<file path="src/rtl/srl_cam_wr_ctrl_if.sv">
// Command bus for the SRL32 CAM write controller.
// The master issues one entry-write or block-clear command with a valid/ready handshake.
interface srl_cam_wr_ctrl_if #(
    parameter int KEY_W = 40
);
    logic             wr_valid;
    logic             wr_ready;
    logic             wr_op;
    logic [2:0]       wr_addr;
    logic [KEY_W-1:0] wr_key;
    logic [KEY_W-1:0] wr_mask;

    modport master (
        output wr_valid,
        output wr_op,
        output wr_addr,
        output wr_key,
        output wr_mask,
        input  wr_ready
    );

    modport slave (
        input  wr_valid,
        input  wr_op,
        input  wr_addr,
        input  wr_key,
        input  wr_mask,
        output wr_ready
    );
endinterface

</file>
<file path="src/rtl/srl_cam_wr_ctrl.sv">
// Write controller for an SRL32-based CAM column group.
// Each accepted command produces 32 serial shift cycles (SRL address 31 first,
// 0 last), followed by a one-cycle done pulse. Every output is registered, so
// the next-state logic also computes the output values for the following cycle.
module srl_cam_wr_ctrl #(
    parameter  int KEY_W = 40,
    localparam int NCH   = KEY_W / 5
) (
    input  logic                   clk,
    input  logic                   rst,
    srl_cam_wr_ctrl_if.slave       cmd,
    output logic [7:0]             ce_demux,
    output logic                   flag,
    output logic                   wr_in,
    output logic [NCH-1:0]         srl_din,
    output logic                   done
);

    typedef enum logic [1:0] {
        IDLE  = 2'd0,
        SHIFT = 2'd1,
        DONE  = 2'd2
    } state_t;

    state_t           state, state_next;
    logic [4:0]       cnt, cnt_next;
    logic             op_q, op_next;
    logic [2:0]       addr_q, addr_next;
    logic [KEY_W-1:0] key_q, key_next;
    logic [KEY_W-1:0] mask_q, mask_next;

    logic             ready_next;
    logic [7:0]       ce_next;
    logic             flag_next;
    logic             wr_in_next;
    logic [NCH-1:0]   din_next;
    logic             done_next;

    // One bit per chunk: 1 when the SRL address matches the chunk key on all unmasked bits.
    function automatic logic [NCH-1:0] match_bits(
        input logic [4:0]       addr,
        input logic [KEY_W-1:0] key,
        input logic [KEY_W-1:0] mask
    );
        logic [NCH-1:0] bits;
        bits = '0;
        for (int c = 0; c < NCH; c++) begin
            bits[c] = (((addr ^ key[5*c +: 5]) & ~mask[5*c +: 5]) == 5'd0);
        end
        return bits;
    endfunction

    // State, counter, latched command and registered outputs.
    always_ff @(posedge clk) begin
        if (rst) begin
            state        <= IDLE;
            cnt          <= 5'd0;
            op_q         <= 1'b0;
            addr_q       <= 3'd0;
            key_q        <= '0;
            mask_q       <= '0;
            cmd.wr_ready <= 1'b0;
            ce_demux     <= 8'd0;
            flag         <= 1'b0;
            wr_in        <= 1'b0;
            srl_din      <= '0;
            done         <= 1'b0;
        end else begin
            state        <= state_next;
            cnt          <= cnt_next;
            op_q         <= op_next;
            addr_q       <= addr_next;
            key_q        <= key_next;
            mask_q       <= mask_next;
            cmd.wr_ready <= ready_next;
            ce_demux     <= ce_next;
            flag         <= flag_next;
            wr_in        <= wr_in_next;
            srl_din      <= din_next;
            done         <= done_next;
        end
    end

    // Next state, counter and the output values that will be visible next cycle.
    always_comb begin
        state_next = state;
        cnt_next   = cnt;
        op_next    = op_q;
        addr_next  = addr_q;
        key_next   = key_q;
        mask_next  = mask_q;
        ready_next = 1'b0;
        ce_next    = 8'd0;
        flag_next  = 1'b0;
        wr_in_next = 1'b0;
        din_next   = '0;
        done_next  = 1'b0;

        case (state)
            IDLE: begin
                ready_next = 1'b1;
                if (cmd.wr_valid && cmd.wr_ready) begin
                    state_next = SHIFT;
                    cnt_next   = 5'd31;
                    op_next    = cmd.wr_op;
                    addr_next  = cmd.wr_addr;
                    key_next   = cmd.wr_key;
                    mask_next  = cmd.wr_mask;
                    ready_next = 1'b0;
                    wr_in_next = 1'b1;
                    if (cmd.wr_op) begin
                        flag_next = 1'b1;
                    end else begin
                        ce_next  = 8'd1 << cmd.wr_addr;
                        din_next = match_bits(5'd31, cmd.wr_key, cmd.wr_mask);
                    end
                end
            end

            SHIFT: begin
                if (cnt == 5'd0) begin
                    state_next = DONE;
                    done_next  = 1'b1;
                end else begin
                    cnt_next   = cnt - 5'd1;
                    wr_in_next = 1'b1;
                    if (op_q) begin
                        flag_next = 1'b1;
                    end else begin
                        ce_next  = 8'd1 << addr_q;
                        din_next = match_bits(cnt - 5'd1, key_q, mask_q);
                    end
                end
            end

            DONE: begin
                state_next = IDLE;
                ready_next = 1'b1;
            end

            default: begin
                state_next = IDLE;
            end
        endcase
    end

endmodule
</file>
<file path="src/flat_wrapper.sv">
// flat-port wrapper written by rule: the top's interface ports become plain ports
module srl_cam_wr_ctrl_flat 
#(
    parameter  int KEY_W = 40,
    localparam int NCH   = KEY_W / 5
)
  (clk, rst, ce_demux, flag, wr_in, srl_din, done, cmd_wr_valid, cmd_wr_op, cmd_wr_addr, cmd_wr_key, cmd_wr_mask, cmd_wr_ready);
  srl_cam_wr_ctrl_if #(.KEY_W(KEY_W)) cmd_i ();
  input  logic clk;
  input  logic rst;
  output logic [7:0] ce_demux;
  output logic flag;
  output logic wr_in;
  output logic [NCH-1:0] srl_din;
  output logic done;
  input wire logic [$bits(cmd_i.wr_valid)-1:0] cmd_wr_valid;
  input wire logic [$bits(cmd_i.wr_op)-1:0] cmd_wr_op;
  input wire logic [$bits(cmd_i.wr_addr)-1:0] cmd_wr_addr;
  input wire logic [$bits(cmd_i.wr_key)-1:0] cmd_wr_key;
  input wire logic [$bits(cmd_i.wr_mask)-1:0] cmd_wr_mask;
  output wire logic [$bits(cmd_i.wr_ready)-1:0] cmd_wr_ready;
  assign cmd_i.wr_valid = cmd_wr_valid;
  assign cmd_i.wr_op = cmd_wr_op;
  assign cmd_i.wr_addr = cmd_wr_addr;
  assign cmd_i.wr_key = cmd_wr_key;
  assign cmd_i.wr_mask = cmd_wr_mask;
  assign cmd_wr_ready = cmd_i.wr_ready;
  srl_cam_wr_ctrl #(.KEY_W(KEY_W)) u_core (.clk(clk), .rst(rst), .cmd(cmd_i), .ce_demux(ce_demux), .flag(flag), .wr_in(wr_in), .srl_din(srl_din), .done(done));
endmodule
</file>
<file path="config.mk">
export PLATFORM = sky130hd
export DESIGN_NAME = srl_cam_wr_ctrl_flat
export DESIGN_NICKNAME = d
export VERILOG_FILES = /design/src/rtl/srl_cam_wr_ctrl_if.sv /design/src/rtl/srl_cam_wr_ctrl.sv /design/src/flat_wrapper.sv
export SDC_FILE = /design/constraint.sdc
export NUM_CORES = 1
export LEC_CHECK = 0
export ABC_CLOCK_PERIOD_IN_PS = 4200
export CAP_MARGIN = 15
export CORE_AREA = 2 2 97 99
export CTS_BUF_LIST = sky130_fd_sc_hd__clkbuf_8
export CTS_CLUSTER_SIZE = 40
export DETAILED_ROUTE_END_ITERATION = 10
export DIE_AREA = 0 0 99 101
export HOLD_SLACK_MARGIN = 0.15
export PLACE_DENSITY = 0.85
export SLEW_MARGIN = 20
export SYNTH_ARGS = -nofsm -noshare
export SYNTH_HDL_FRONTEND = slang
export SYNTH_SLANG_ARGS = --single-unit
</file>
<file path="constraint.sdc">
create_clock -name clk -period 4.2 [get_ports clk]
set_input_delay 0.42 -clock clk [delete_from_list [all_inputs] [get_ports clk]]
set_output_delay 0.42 -clock clk [all_outputs]
set_load 0.05 [all_outputs]
</file>
==> flow_summary.yaml <==
run_status:
  outcome: "finished clean"
clock_tree:
  cts_sinks: 111
  post_cts_buffers: 0
  h-tree-depth: 3
  cts_hold_buf: 0
  root_buffer: "clkbuf_8"
  cts_tree: "built"
  cts_buffer_depth: 2
  clk_pin_slew_ps: 100
  cts_resized: 0
  clkLatencyLatePin_ps: 370
  cts_buffers: 9
pwr:
  power.total_mw: 2.41
  cellPowerDensity_nw_per_um2: 389
  leakagePower_nw: 2.31
  vdd_drop_max_v: 0.000194
layout:
  antenna_cells: 0
  fillerInstances: 696
  area.growth.synth_to_final_pct: 27.3
  seqCellArea_um2: 2220
  drive_gt1_share_pct: 4.43
  nNetsFinal: 783
  stdcell_area_um2: 6210
  multi_input_area_um2: 2540
worst_setup_path:
  end_kind: "flip-flop"
  reg2regPathDepth: 6
  critPathRequiredTime_ps: 4490
  crit_fanout: 12
  cp.arrival_ps: 3210
  setup.worst_path.class: "flip-flop to flip-flop"
  regToRegSetupSlack_ps: 1280
  crit_path_start_kind: "flip-flop"
timing:
  period_minus_slack_ps: 2920
  slew_headroom_pct: 36.7
  drv_slew: 0
  clock.fmax_mhz: 342
  period_share_pct: 69.6
  hold_violations: 0
  tns_ps: 0
  rsz0062_at_grt: "false"
  worstMarginPinSlew_ps: 949
  setup_violations: 0
  skew_ps: 12.6
  worst_slack_ps: 1280
synthesis:
  ys_types: 47
  async_flop_share_pct: 0
  synth_area_um2: 4880
  synth-seq-cells: 111
  synth_edf_count: 0
  syn_avg_cell_area_um2: 7.95
  syn-num-nets: 701
  yosys_warnings: 0
  ys.flop_type: "dfxtp_1"
  synth_seq_area_share_pct: 45.6
  synth_cells: 613
die:
  core_area_um2: 8980
  die_area_um2: 10000
  die_h_um: 101
  start_util_pct: 54.3
  io_pins: 107
  rows: 35
  fp.dieW_um: 99
placed_design:
  io_buffers: 106
  post-place-ws_ps: 1340
  placed_cell_area_um2: 5990
  dp_hpwl_mm: 8.50
  gp_congestion: 0.858
routing:
  drc: 0
  drt-initial-drc-count: 213
  vias: 4550
  avgViaCountPerCell: 5.62
  wl_mm: 12.5
  drt_first_pass_iters: 5
  wl_per_cell_um: 15.4
  ant_nets: 0
global_routing:
  grt_max_degree: 94
  grt_overflow: 0
  grt_usage_pct: 25.1
  antenna_found_initial: 0
  grt_pass1_vias: 4437
  grt_first_pass_wirelength_mm: 20.3
hold_path:
  hold_path.class: "input pin to flip-flop"
  holdPathStages: 3
flow_run:
  max_cap_viol_count: 0
==> path summary, 6_finish.rpt <==
check | end | start
min reg2reg | u_core.mask_q[17] | u_core.mask_q[17]
max | u_core.srl_din[5] | u_core.cnt[0]
min | u_core.flag | rst
max reg2reg | u_core.srl_din[5] | u_core.cnt[0]
==> cell usage after synthesis, types with 2 or more instances <==
cell type / number / share of area (%)
and3_1: 2 / 0.26
clkbuf_1: 30 / 2.3
xnor2_1: 4 / 0.72
nand3_1: 7 / 0.72
nor2_1: 33 / 2.5
o21ai_1: 7 / 0.72
o31ai_1: 7 / 1.1
nor3_1: 12 / 1.2
and2_1: 6 / 0.77
xnor3_1: 8 / 3.7
o22a_1: 6 / 1.1
or3_1: 2 / 0.26
dfxtp_1: 111 / 46
nand2b_1: 4 / 0.51
o21ai_0: 10 / 1.0
o22ai_1: 23 / 3.0
xor2_1: 23 / 4.1
nand2_1: 181 / 14
or2_2: 4 / 0.51
a21oi_1: 88 / 9.0
buf_2: 6 / 0.62
inv_1: 3 / 0.23
buf_1: 2 / 0.15
o211ai_1: 5 / 0.77
nor2b_1: 7 / 0.90
==> critical path, stage by stage (launching register included) <==
cell and delay, ps:
dfxtp_1 730, inv_1 110, ha_1 320, nor4b_2 240, nor4bb_4 750, or4b_1 520, o31ai_2 180
==> layer usage <==
layer / track usage, % / share of wire [%] / up-vias / routed length (um)
li1: - / - / 2238 / -
met1: 31.5 / 42 / 2129 / 5290
met2: 43.7 / 50 / 165 / 6190
met3: 4.65 / 6.4 / 18 / 798
met4: 8.11 / 1.8 / 0 / 222
met5: 0 / 0 / - / 0
==> state kept, by name (all words and copies together), names as in the netlist <==
name	cells
u_core.cnt	5
u_core.done	1
u_core.state	2
u_core.op_q	1
u_core.ce_demux	8
u_core.key_q	40
u_core.mask_q	40
u_core.wr_in	1
u_core.srl_din	8
u_core.addr_q	3
u_core.cmd.wr_ready	1
u_core.flag	1
==> cells in the final DEF (no fill, tap or decap), types with 4 or more instances in the layout <==
cell type          n
nand2_1          181
dfxtp_1          111
clkdlybuf4s50_1  105
a21oi_1           88
nor2_1            33
xor2_1            23
o22ai_1           23
o21ai_0           10
clkbuf_8          10
nor3_1             9
xnor3_1            8
o31ai_1            7
nor2b_1            7
nand3_1            7
o21ai_1            7
o22a_1             6
and2_1             6
inv_1              5
o211ai_1           5
xnor2_1            4
nand2b_1           4
or2_2              4
buf_4              4
==> final cells by class <==
class	count	share of cell area (%)
Clock buffer	10	2.22
Clock inverter	5	1.21
Inverter	3	0.181
Multi-Input combinational cell	460	40.9
Sequential cell	111	35.8
Tap cell	111	2.24
Timing Repair Buffer	110	17.5
==> kinds of logic (layout without fill, tap and decap cells) <==
| family | after synthesis | after routing | synth area share (%) |
|---|---|---|---|
| AND/OR/NAND/NOR | 267 | 267 | 23.3 |
| adder cells (fa/ha/maj) | 1 | 1 | 0.257 |
| buffers and inverters | 42 | 128 | 3.46 |
| flip-flops | 111 | 111 | 45.6 |
| XOR/XNOR | 36 | 36 | 8.88 |
| multiplexers | 1 | 1 | 0.205 |
| AO/OA/AOI/OAI | 155 | 155 | 18.3 |
==> report_power, final <==
group          internal (mW)  total [mW]  leakage [nW]  switching [mW]
Clock                  0.345       0.692         0.111           0.347
Combinational          0.254       0.552          1.30           0.298
Sequential              1.11        1.17         0.903          0.0596
==> stage by stage <==
| stage | util (%) | cells | hold slack, ps |
|---|---|---|---|
| after floorplan | - | 613 | 432 |
| after global placement | 66.7 | 795 | 442 |
| after detailed placement | 66.7 | 795 | 448 |
| after CTS | 69.1 | 810 | 406 |
| after global routing | 69.2 | 810 | 430 |
| final | 69.2 | 810 | 414 |
Note: power is estimated with default switching activity, not from simulation.
